`src/rtl/bridge_req_arbiter_pkg.sv`:
```
// Shared types and helpers for the DRAM bridge request arbiter.
package bridge_req_arbiter_pkg;

  typedef enum logic [1:0] {
    A_IDLE  = 2'd0,
    A_ISSUE = 2'd1,
    A_WAIT  = 2'd2,
    A_RESP  = 2'd3
  } arb_state;

  localparam int MAX_REQ = 4;

  // Width of a requester id; never narrower than one bit.
  function automatic int id_width(input int n);
    return (n > 1) ? $clog2(n) : 1;
  endfunction

endpackage

```
`src/rtl/bridge_req_arbiter_rr_arbiter.sv`:
```
// Combinational round-robin picker: first requesting index at or after rr_ptr, wrapping.
module rr_arbiter #(
  parameter int NUM_REQ = 2,
  parameter int ID_W    = 1
) (
  input  logic [NUM_REQ-1:0] req,
  input  logic [ID_W-1:0]    rr_ptr,
  output logic [NUM_REQ-1:0] grant,
  output logic [ID_W-1:0]    id
);

  logic [NUM_REQ-1:0] upper_req;

  genvar gi;
  generate
    for (gi = 0; gi < NUM_REQ; gi++) begin : g_mask
      assign upper_req[gi] = req[gi] && (ID_W'(gi) >= rr_ptr);
      assign grant[gi]     = req[gi] && (id == ID_W'(gi));
    end
  endgenerate

  // Lowest request at/after the pointer wins; otherwise wrap to the lowest request overall.
  always_comb begin
    id = '0;
    for (int i = NUM_REQ - 1; i >= 0; i--) begin
      if (req[i]) id = ID_W'(i);
    end
    if (|upper_req) begin
      for (int i = NUM_REQ - 1; i >= 0; i--) begin
        if (upper_req[i]) id = ID_W'(i);
      end
    end
  end

endmodule

```
`src/rtl/bridge_req_arbiter.sv`:
```
// Round-robin sharing of the single DRAM bridge command port between NUM_REQ requesters.
module bridge_req_arbiter
  import bridge_req_arbiter_pkg::*;
#(
  parameter int NUM_REQ = 2,
  parameter int ADDR_W  = 8,
  parameter int DATA_W  = 64
) (
  input  logic                      clk,
  input  logic                      rst_n,
  input  logic [NUM_REQ-1:0]        req_valid,
  input  logic [NUM_REQ-1:0]        req_r_wb,
  input  logic [NUM_REQ*ADDR_W-1:0] req_addr,
  input  logic [NUM_REQ*DATA_W-1:0] req_data_w,
  output logic [NUM_REQ-1:0]        req_grant,
  output logic [NUM_REQ-1:0]        rsp_valid,
  output logic [DATA_W-1:0]         rsp_data_r,
  output logic                      busy,
  output logic                      proto_err,
  output logic                      C_in_valid,
  output logic                      C_r_wb,
  output logic [ADDR_W-1:0]         C_addr,
  output logic [DATA_W-1:0]         C_data_w,
  input  logic                      C_out_valid,
  input  logic [DATA_W-1:0]         C_data_r
);

  localparam int ID_W = id_width(NUM_REQ);

  arb_state            state_reg, state_next;
  logic [ID_W-1:0]     rr_ptr_reg;
  logic [ID_W-1:0]     id_reg;
  logic                c_r_wb_reg;
  logic [ADDR_W-1:0]   c_addr_reg;
  logic [DATA_W-1:0]   c_data_w_reg;
  logic [DATA_W-1:0]   rsp_data_reg;
  logic                proto_err_reg;

  logic [NUM_REQ-1:0]  arb_grant;
  logic [ID_W-1:0]     arb_id;
  logic                arb_any;
  logic [ID_W-1:0]     rr_ptr_next;

  logic [ADDR_W-1:0]   addr_arr [NUM_REQ];
  logic [DATA_W-1:0]   data_arr [NUM_REQ];

  genvar gi;
  generate
    for (gi = 0; gi < NUM_REQ; gi++) begin : g_req
      assign addr_arr[gi]  = req_addr[gi*ADDR_W +: ADDR_W];
      assign data_arr[gi]  = req_data_w[gi*DATA_W +: DATA_W];
      assign req_grant[gi] = (state_reg == A_ISSUE) && (id_reg == ID_W'(gi));
      assign rsp_valid[gi] = (state_reg == A_RESP) && (id_reg == ID_W'(gi));
    end
  endgenerate

  rr_arbiter #(
    .NUM_REQ (NUM_REQ),
    .ID_W    (ID_W)
  ) u_rr_arbiter (
    .req    (req_valid),
    .rr_ptr (rr_ptr_reg),
    .grant  (arb_grant),
    .id     (arb_id)
  );

  assign arb_any     = |arb_grant;
  assign rr_ptr_next = (id_reg == ID_W'(NUM_REQ - 1)) ? '0 : id_reg + 1'b1;

  always_comb begin
    state_next = state_reg;
    case (state_reg)
      A_IDLE:  if (arb_any) state_next = A_ISSUE;
      A_ISSUE: state_next = A_WAIT;
      A_WAIT:  if (C_out_valid) state_next = A_RESP;
      A_RESP:  state_next = A_IDLE;
      default: state_next = A_IDLE;
    endcase
  end

  always_ff @(posedge clk or negedge rst_n) begin
    if (!rst_n) begin
      state_reg <= A_IDLE;
    end else begin
      state_reg <= state_next;
    end
  end

  // Command regs are loaded only on acceptance, so they hold through the whole transaction
  // and keep their last value while idle.
  always_ff @(posedge clk or negedge rst_n) begin
    if (!rst_n) begin
      rr_ptr_reg    <= '0;
      id_reg        <= '0;
      c_r_wb_reg    <= 1'b0;
      c_addr_reg    <= '0;
      c_data_w_reg  <= '0;
      rsp_data_reg  <= '0;
      proto_err_reg <= 1'b0;
    end else begin
      if (C_out_valid && (state_reg != A_WAIT)) proto_err_reg <= 1'b1;
      case (state_reg)
        A_IDLE: begin
          if (arb_any) begin
            id_reg       <= arb_id;
            c_r_wb_reg   <= req_r_wb[arb_id];
            c_addr_reg   <= addr_arr[arb_id];
            c_data_w_reg <= data_arr[arb_id];
          end
        end
        A_ISSUE: rr_ptr_reg <= rr_ptr_next;
        A_WAIT: begin
          if (C_out_valid) rsp_data_reg <= c_r_wb_reg ? C_data_r : '0;
        end
        A_RESP: rsp_data_reg <= '0;
        default: ;
      endcase
    end
  end

  assign busy       = (state_reg != A_IDLE);
  assign proto_err  = proto_err_reg;
  assign C_in_valid = (state_reg == A_ISSUE);
  assign C_r_wb     = c_r_wb_reg;
  assign C_addr     = c_addr_reg;
  assign C_data_w   = c_data_w_reg;
  assign rsp_data_r = rsp_data_reg;

endmodule

```
`config.mk`:
```
export PLATFORM = sky130hd
export DESIGN_NAME = bridge_req_arbiter
export DESIGN_NICKNAME = d
export VERILOG_FILES = /design/src/rtl/bridge_req_arbiter_pkg.sv /design/src/rtl/bridge_req_arbiter_rr_arbiter.sv /design/src/rtl/bridge_req_arbiter.sv
export SDC_FILE = /design/constraint.sdc
export NUM_CORES = 1
export LEC_CHECK = 0
export ABC_AREA = 1
export BUFFER_PORTS_ARGS = -buffer_cell sky130_fd_sc_hd__buf_2
export CORE_MARGIN = 4
export CORE_UTILIZATION = 25
export CTS_CLUSTER_SIZE = 16
export DETAILED_ROUTE_END_ITERATION = 6
export SYNTH_ARGS = -nofsm -noshare
export SYNTH_HDL_FRONTEND = slang
export SYNTH_SLANG_ARGS = --single-unit
export TNS_END_PERCENT = 10
```
`constraint.sdc`:
```
create_clock -name clk -period 1.45 [get_ports clk]
set_input_delay 0.29 -clock clk [delete_from_list [all_inputs] [get_ports clk]]
set_output_delay 0.29 -clock clk [all_outputs]
set_load 0.03 [all_outputs]
```
==> results of run 1 <==
[area by class of cell]
cell class	count	area (um^2)
Clock buffer	17	425
Inverter	157	597
Fill cell	2902	17100
Timing Repair Buffer	409	2680
Clock inverter	13	166
Tap cell	378	473
Multi-Input combinational cell	588	2900
Sequential cell	142	3560
[per-stage QoR]
step / power (mW) / setup WS, ps / instances
5_1_grt: 27.7 / -342 / 1704
3_3_place_gp: 19.1 / -13.5 / 1649
2_1_floorplan: 15.0 / 0.746 / 953
4_1_cts: 24.2 / -302 / 1682
3_5_place_dp: 19.2 / -38.1 / 1649
6_report: 26.0 / -264 / 1704
[path summary, 6_finish.rpt]
check / endpoint / slack, ps / depth (start not counted)
hold reg to reg: C_data_w[7] / 470 / 2
max in group asynchronous: C_data_w[52] / 550 / 3
min in group asynchronous: rsp_data_r[19] / 350 / 2
setup reg to reg: rsp_data_r[59] / -70 / 8
setup / recovery: req_grant[1] / -260 / 6
hold / removal: rsp_data_r[9] / 100 / 3
[per-layer routing]
metal / share of wire / GRT usage / vias up
li1: - / - / 3670
met3: 0.080 / 0.0393 / 47
met5: 0 / 0 / -
met2: 0.48 / 0.248 / 344
met1: 0.41 / 0.189 / 3480
met4: 0.025 / 0.0471 / 0
[Yosys cell counts]
| cell | number |
|---|---|
| buf_4 | 16 |
| nor2_2 | 2 |
| nand2_2 | 1 |
| nor2_1 | 3 |
| clkbuf_1 | 2 |
| inv_2 | 2 |
| nand2_1 | 298 |
| ha_1 | 4 |
| nor2_4 | 1 |
| a21oi_1 | 2 |
| o21ai_0 | 2 |
| inv_1 | 155 |
| nand3_1 | 274 |
| a21o_1 | 1 |
| dfrtp_1 | 142 |
| buf_2 | 48 |
[power breakdown]
group | switching (mW) | leakage (nW) | internal [mW]
Sequential | 1.09 | 1.80 | 5.86
Clock | 1.79 | 0.270 | 2.70
Combinational | 9.49 | 4.35 | 5.03
[worst min-delay path, stage by stage]
cell and delay, ps:
buf_2 70, nand3_1 60, nand2_1 50
[repair_timing]
item | in CTS | in global routing
endpoints found under the setup margin | 59 | 146
pin swaps | 1 | 6
buffers inserted | 2 | 6
hold buffers | 1 | 0
endpoints found under the hold margin | 29 | 0
cloned | 0 | 16
resized for setup | 25 | 55
[kinds of logic after synthesis]
family | count (synthesis)
adders and majority gates | 4
buffers and inverters | 223
and+or+nand+nor | 579
AOI/OAI and AO/OA | 5
DFF | 142
==> out/metrics.cfg, run 1 <==
[status]
status = finished with violations
violations = setup timing

[floorplanning]
floorplan.initialDensity = 0.255
die_x_um = 177
die-area_um2 = 31200
num_io_pins = 359
row_count = 61
core_area_um2 = 27900
dieHeight_um = 177

[finish]
diodes = 0
drive_gt1_frac = 0.374
fin_area_um2 = 10800
area_growth_pct = 51.6
layout_commonest_cell = buf_2
final_nets = 1534
layout_common_cells = buf_2 (352), nand2_1 (291), nand3_1 (241)
postLayoutCoreUtil = 0.386

[clock_tree]
cts_buffer_depth = 2
tritoncts = done
htreeDepth = 4
clock-root-buffer = clkbuf_16
path_clk_slew_ps = 60
cts_made_buffers = 17
clock-sinks = 142
clk_latency_ps = 410

[worst_setup_path]
slowest_delay_ps = 430
crit_chain = inv_2, buf_6, ha_4, nand2_1, inv_2, buf_6
crit_fanout = 4
path_class = reg -> out
slowest_stage = dfrtp_2
worst_ep_arrival_time_ps = 1420
worstPathRequired_ps = 1160
crit_path_start_kind = flip-flop
end_kind = output pin
crit_start = state_reg[1]
path_buf_inv = 4
r2r_start = state_reg[1]
crit_family = flip-flops

[synthesis]
synth_compound_area_frac = 0.00387
synth_xor_area_frac = 0
yosys_warnings = 0
syn_nets = 1172
seq_area_frac_synth = 0.499
ys_seq_elements = 142
syn_area_per_cell_um2 = 7.47
synth_top_family_by_area = simple AND/OR/NAND/NOR gates
synth_top_area_frac = 0.499
yosys.area_share.adder = 0.00703
synthDistinctLibCells = 16
syn-cell-area_um2 = 7120
synth_cells = 953
synth-simple-area-share = 0.356
synth_top_area_cell = dfrtp_1
synth.mux.area_fraction = 0
netlist_top_cells_area = dfrtp_1 (50%), nand3_1 (19%), nand2_1 (16%), inv_1 (8.2%), buf_2 (3.4%)

[place]
gp_congestion = 0.811
post_dp_cell_area_um2 = 9430
place_hpwl_mm = 17.5
numPortBuffers = 358

[drt]
vias = 7541
wl_mm = 26.4
dr.pass1.iters = 5
wl_per_cell_um = 15.5
drt_iter0_drc = 336
viasPerCell = 4.43
antenna_left = 0
route.detailed.drc = 0

[global_route]
grtUsageTotal = 0.149
grt_max_degree = 74
grt_antenna_before_repair = 0
grt_pass1_wl_mm = 37.4
grt_pass1_vias = 7170
gr-total-overflow = 0

[worst_hold_path]
hold_class = in -> reg
hp-start = C_data_r[9]

[sta]
rsz0062_at_grt = yes
min_period_ps = 1710
tightest_slew_ps = 404
fin_crit_sh = 1.18
setup_tns_ps = -2490
hold_ws_ps = 96.8
finClkSkew_ps = 15.5
hold_viol = 0
maxSlewViolCount = 0
setup_viol = 63
worst_slack_ps = -264
fmax_mhz = 584
slew_headroom = 0.731

[power_and_ir_drop]
power.density_nw_per_um2 = 2410
cellLeakagePower_nw = 6.42
peakVddDrop_mv = 0.918

[run]
maxCapViolCount = 0

Power figures use the tool's default switching activity.
==> inputs of run 2 (changes only) <==
--- a/config.mk
+++ b/config.mk
@@ -14,4 +14,4 @@
 export SYNTH_ARGS = -nofsm -noshare
 export SYNTH_HDL_FRONTEND = slang
 export SYNTH_SLANG_ARGS = --single-unit
-export TNS_END_PERCENT = 10
+export TNS_END_PERCENT = 100
==> out/metrics.cfg, run 2 (synthesis results as in run 1) <==
[status]
status = finished with violations  ; unchanged
violations = setup timing  ; unchanged

[floorplanning]
dieHeight_um = 177  ; unchanged
floorplan.initialDensity = 0.255  ; unchanged
row_count = 61  ; unchanged
die_x_um = 177  ; unchanged
num_io_pins = 359  ; unchanged
die-area_um2 = 31200  ; unchanged
core_area_um2 = 27900  ; unchanged

[sta]
setup_viol = 138  ; was 63
hold_ws_ps = 95.5  ; was 96.8 ps
worst_slack_ps = -261  ; was -264 ps
fmax_mhz = 584  ; about the same
maxSlewViolCount = 0  ; unchanged
fin_crit_sh = 1.18  ; about the same
finClkSkew_ps = 17.0  ; was 15.5 ps
slew_headroom = 0.728  ; was 0.731
hold_viol = 0  ; unchanged
min_period_ps = 1710  ; about the same
rsz0062_at_grt = yes  ; unchanged
tightest_slew_ps = 408  ; was 404 ps

[place]
numPortBuffers = 358  ; unchanged
place_hpwl_mm = 17.5  ; unchanged
gp_congestion = 0.811  ; unchanged

[drt]
vias = 8010  ; was 7541
viasPerCell = 4.62  ; was 4.43
wl_per_cell_um = 17.8  ; was 15.5 um
wl_mm = 31.0  ; was 26.4 mm
antenna_left = 0  ; unchanged
dr.pass1.iters = 5  ; unchanged
route.detailed.drc = 0  ; unchanged
drt_iter0_drc = 360  ; was 336

[finish]
layout_commonest_cell = buf_2  ; unchanged
postLayoutCoreUtil = 0.437  ; was 0.386
fillers = 2741  ; was 2902
layout_common_cells = buf_2 (351), nand2_1 (256), inv_1 (150)  ; was buf_2 (352), nand2_1 (291), nand3_1 (241)
multi_input_area_um2 = 3630  ; was 2900 um^2
final_nets = 1565  ; was 1534
seq_area_um2 = 3560  ; unchanged
drive_gt1_frac = 0.485  ; was 0.374
area_growth_pct = 71.5  ; was 51.6%
diodes = 0  ; unchanged

[clock_tree]
clk_latency_ps = 420  ; was 410 ps
htreeDepth = 4  ; unchanged
clock-root-buffer = clkbuf_16  ; unchanged
clock-sinks = 142  ; unchanged
cts_made_buffers = 17  ; unchanged
cts_buffer_depth = 2  ; unchanged
path_clk_slew_ps = 60  ; about the same
tritoncts = done  ; unchanged

[power_and_ir_drop]
cellLeakagePower_nw = 6.86  ; was 6.42 nW
power.density_nw_per_um2 = 2420  ; was 2410 nW/um^2
peakVddDrop_mv = 1.01  ; was 0.918 mV

[worst_setup_path]
slowest_stage = dfrtp_2  ; unchanged
worst_ep_arrival_time_ps = 1420  ; about the same
crit_family = flip-flops  ; unchanged
path_buf_inv = 4  ; unchanged
path_class = reg -> out  ; unchanged
slowest_delay_ps = 430  ; about the same
crit_chain = inv_2, buf_6, ha_4, inv_2, nor2_2, buf_6  ; was inv_2, buf_6, ha_4, nand2_1, inv_2, buf_6
end_kind = output pin  ; unchanged
worstPathRequired_ps = 1160  ; about the same
crit_path_start_kind = flip-flop  ; unchanged
crit_fanout = 4  ; unchanged

[run]
maxCapViolCount = 0  ; unchanged

[global_route]
grt_pass1_wl_mm = 38.8  ; was 37.4 mm
grt_antenna_before_repair = 0  ; unchanged
grt_pass1_vias = 7266  ; was 7170
gr-total-overflow = 0  ; unchanged
grtUsageTotal = 0.156  ; was 0.149
grt_max_degree = 74  ; unchanged

[worst_hold_path]
hold_class = in -> reg  ; unchanged

[run 2: cell types whose count changed in the layout (fill, tap and decap cells not counted), sizes merged]
| cell | previous run | this run |
|---|---|---|
| buf | 396 | 415 |
| clkbuf | 29 | 39 |
| clkinv | 2 | 3 |
| nand2 | 299 | 300 |
[run 2: worst min-delay path, cell delays in order]
cell	delay (ps)
buf_2	80
nand3_2	60
nand2_1	50
[run 2: through the flow]
| step | setup TNS [ps] | worst slack [ps] | power, mW | cell area [um^2] | std cells |
|---|---|---|---|---|---|
| 3_5_place_dp | -1310 | -38.1 | 19.2 | 9430 | 1649 |
| 5_1_grt | -17080 | -344 | 31.3 | 12200 | 1735 |
| 4_1_cts | -7540 | -300 | 25.0 | 10400 | 1693 |
| 6_report | -8630 | -261 | 29.6 | 12200 | 1735 |
| 2_1_floorplan | 0 | 0.746 | 15.0 | 7120 | 953 |
| 3_3_place_gp | -35.2 | -13.5 | 19.1 | 9430 | 1649 |
[run 2: what timing repair did]
item / CTS / global route
pin swaps: 3 / 114
hold endpoints to repair: 29 / 0
hold buffers: 1 / 0
gates cloned: 5 / 35
endpoints found under the setup margin: 59 / 146
setup buffers: 9 / 8
resized for setup: 50 / 222
[run 2: power by group]
part / leakage (nW) / internal (mW) / switching, mW
registers: 1.80 / 5.86 / 1.20
logic: 4.79 / 6.87 / 11.1
clock network: 0.270 / 2.70 / 1.83
total: 6.86 / 15.4 / 14.2
[run 2: path summary, 6_finish.rpt]
| path | startpoint | to | slack [ps] | cells after the start |
|---|---|---|---|---|
| max reg2reg | state_reg[1] | rsp_data_r[58] | -140 | 9 |
| min | C_data_r[9] | rsp_data_r[9] | 100 | 3 |
| min reg2reg | C_data_w[10] | C_data_w[10] | 470 | 2 |
| min in group asynchronous | rst_n | rsp_data_r[19] | 360 | 2 |
| max | state_reg[1] | req_grant[0] | -260 | 6 |
| max in group asynchronous | rst_n | C_data_w[54] | 550 | 3 |
[run 2: cell type report]
type / count / share of cell area
clock buffer: 17 / 0.0348
clock inverter: 13 / 0.0136
inverter: 157 / 0.0508
multi-input combinational: 589 / 0.297
sequential: 142 / 0.291
tap: 378 / 0.0387
timing repair buffer: 438 / 0.272
timing repair inverter: 1 / 0.00164
[run 2: per-layer routing]
| layer | track usage | part of all wire |
|---|---|---|
| met1 | 0.197 | 0.40 |
| met2 | 0.261 | 0.48 |
| met3 | 0.0483 | 0.088 |
| met4 | 0.0390 | 0.034 |
| met5 | 0 | 0 |
==> inputs of run 3 (changes only) <==
--- a/config.mk
+++ b/config.mk
@@ -11,6 +11,7 @@
 export CORE_UTILIZATION = 25
 export CTS_CLUSTER_SIZE = 16
 export DETAILED_ROUTE_END_ITERATION = 6
+export REMOVE_ABC_BUFFERS = 1
 export SYNTH_ARGS = -nofsm -noshare
 export SYNTH_HDL_FRONTEND = slang
 export SYNTH_SLANG_ARGS = --single-unit
==> out/metrics.cfg, run 3 (synthesis results as in run 1) <==
[status]
status = finished with violations  ; unchanged
violations = setup timing  ; unchanged

[worst_setup_path]
worst_ep_arrival_time_ps = 1440  ; was 1420 ps
slowest_delay_ps = 420  ; was 430 ps
crit_family = flip-flops  ; unchanged
crit_path_start_kind = flip-flop  ; unchanged
end_kind = output pin  ; unchanged
worstPathRequired_ps = 1160  ; about the same
cpMostUsedCell = buf_6
crit_fanout = 3  ; was 4
slowest_stage = dfrtp_2  ; unchanged
crit_chain = buf_6, ha_4, buf_6, inv_2, nor2_2, buf_6  ; was inv_2, buf_6, ha_4, inv_2, nor2_2, buf_6
path_class = reg -> out  ; unchanged
path_buf_inv = 4  ; unchanged

[sta]
fin_crit_sh = 1.19  ; was 1.18
min_period_ps = 1730  ; was 1710 ps
fmax_mhz = 579  ; was 584 MHz
hold_viol = 0  ; unchanged
maxSlewViolCount = 0  ; unchanged
rsz0062_at_grt = yes  ; unchanged
hold_ws_ps = 102  ; was 95.5 ps
worst_slack_ps = -276  ; was -261 ps
setup_viol = 144  ; was 138
slew_headroom = 0.717  ; was 0.728
tightest_slew_ps = 424  ; was 408 ps
finClkSkew_ps = 9.97  ; was 17.0 ps

[floorplanning]
die-area_um2 = 31200  ; unchanged
row_count = 61  ; unchanged
dieHeight_um = 177  ; unchanged
core_area_um2 = 27900  ; unchanged
num_io_pins = 359  ; unchanged
floorplan.initialDensity = 0.255  ; unchanged
die_x_um = 177  ; unchanged

[run]
maxCapViolCount = 0  ; unchanged

[power_and_ir_drop]
switching_share = 0.472  ; was 0.478
cellLeakagePower_nw = 7.05  ; was 6.86 nW
peakVddDrop_mv = 0.840  ; was 1.01 mV
p_seq_frac = 0.238  ; was 0.239
switchingPower_mw = 14.6  ; was 14.2 mW
power.density_nw_per_um2 = 2470  ; was 2420 nW/um^2
p_total_mw = 30.9  ; was 29.6 mW
power_frac_comb = 0.612  ; was 0.608
p_int_mw = 16.3  ; was 15.4 mW
p_clk_frac = 0.151  ; was 0.153

[drt]
vias = 8153  ; was 8010
antenna_left = 0  ; unchanged
dr.pass1.iters = 6  ; was 5
route.detailed.drc = 0  ; unchanged
drt_iter0_drc = 487  ; was 360
wl_mm = 31.8  ; was 31.0 mm
wl_per_cell_um = 18.0  ; was 17.8 um
viasPerCell = 4.62  ; about the same

[clock_tree]
cts_buffer_depth = 2  ; unchanged
htreeDepth = 4  ; unchanged
clock-root-buffer = clkbuf_16  ; unchanged
tritoncts = done  ; unchanged
clk_latency_ps = 410  ; was 420 ps
path_clk_slew_ps = 70  ; was 60 ps
cts_made_buffers = 17  ; unchanged
clock-sinks = 142  ; unchanged

[finish]
seq_area_um2 = 3560  ; unchanged
layout_commonest_cell = buf_2  ; unchanged
layout_common_cells = buf_2 (351), nand2_1 (198), nand3_1 (188)  ; was buf_2 (351), nand2_1 (256), inv_1 (150)
area_growth_pct = 75.6  ; was 71.5%
fin_area_um2 = 12500  ; was 12200 um^2
drive_gt1_frac = 0.508  ; was 0.485
fillers = 2679  ; was 2741
diodes = 0  ; unchanged
multi_input_area_um2 = 3580  ; was 3630 um^2
final_nets = 1593  ; was 1565

[worst_hold_path]
hold_class = in -> reg  ; unchanged

[global_route]
gr-usage-met3 = 0.0481  ; was 0.0483
grt_pass1_wl_mm = 42.8  ; was 38.8 mm
gr-usage-met1 = 0.220  ; was 0.197
grt_max_degree = 65  ; was 74
grtUsageTotal = 0.174  ; was 0.156
grtUsageMet2 = 0.289  ; was 0.261
grt_pass1_vias = 7900  ; was 7266
busiest_layer = met2  ; unchanged
gr-total-overflow = 0  ; unchanged
grt_antenna_before_repair = 1  ; was 0

[place]
place_hpwl_mm = 18.6  ; was 17.5 mm
numPortBuffers = 358  ; unchanged
post_dp_cell_area_um2 = 9690  ; was 9430 um^2
gp_congestion = 0.840  ; was 0.811

run 3: cell count changes in the layout (fill, tap and decap cells not counted), sizes merged:
cell | before | now
clkbuf | 39 | 35
nand2 | 300 | 299
clkinvlp | 6 | 3
inv | 159 | 162
buf | 415 | 450
run 3: layout make-up:
class | count | area share
multi-input combinational | 588 | 0.286
clock inverter | 13 | 0.0143
tap | 378 | 0.0378
clock buffer | 19 | 0.0346
timing repair inverter | 1 | 0.00160
timing repair buffer | 467 | 0.291
sequential | 142 | 0.284
inverter | 157 | 0.0498
run 3: final timing paths:
check / from / to / slack (ps) / depth (start not counted)
max: state_reg[1] / rsp_valid[0] / -280 / 6
min: C_data_r[49] / rsp_data_r[49] / 100 / 3
max reg2reg: state_reg[1] / rsp_data_r[57] / -190 / 10
min reg2reg: C_data_w[63] / C_data_w[63] / 480 / 2
max in group asynchronous: rst_n / rsp_data_r[4] / 480 / 3
min in group asynchronous: rst_n / rsp_data_r[10] / 370 / 2
run 3: stage by stage:
stage                      util  worst slack (ps)  cells  setup TNS [ps]
after floorplan               -             -1970    887         -236040
after global placement    0.347              -172   1680           -9190
after detailed placement  0.347              -208   1680          -14540
after CTS                 0.394              -345   1735          -23220
after global routing      0.448              -341   1765          -27960
final                     0.448              -276   1765          -18300
run 3: power by group through the flow:
stage / registers [mW] / clock network [mW] / logic, mW
2_1_floorplan: 10.4 / 0 / 3.98
3_3_place_gp: 6.92 / 0 / 12.8
3_5_place_dp: 6.91 / 0 / 13.0
4_1_cts: 6.93 / 4.81 / 15.3
5_1_grt: 7.53 / 5.01 / 20.0
6_report: 7.33 / 4.66 / 18.9
run 3: routing by layer:
| metal | wire [um] | vias up |
|---|---|---|
| met2 | 15000 | 408 |
| met3 | 2620 | 63 |
| met1 | 13000 | 3878 |
| met4 | 1090 | 2 |
| met5 | 11 | - |
| li1 | - | 3802 |
run 3: worst register-to-register path: stages, from the launching register on:
cell and delay [ps]:
dfrtp_2 420, buf_4 140, buf_6 110, ha_4 180, inv_4 90, nand2_8 70
nand2_8 120, buf_12 150, clkbuf_16 150, nand3_1 70, nand2_1 80
run 3: repair_timing:
item / CTS / global route
endpoints found under the hold margin: 25 / 0
gates resized for setup: 73 / 258
endpoints found under the setup margin: 127 / 146
hold buffers: 1 / 0
pin swaps: 6 / 103
setup buffers: 9 / 16
gates cloned: 13 / 23
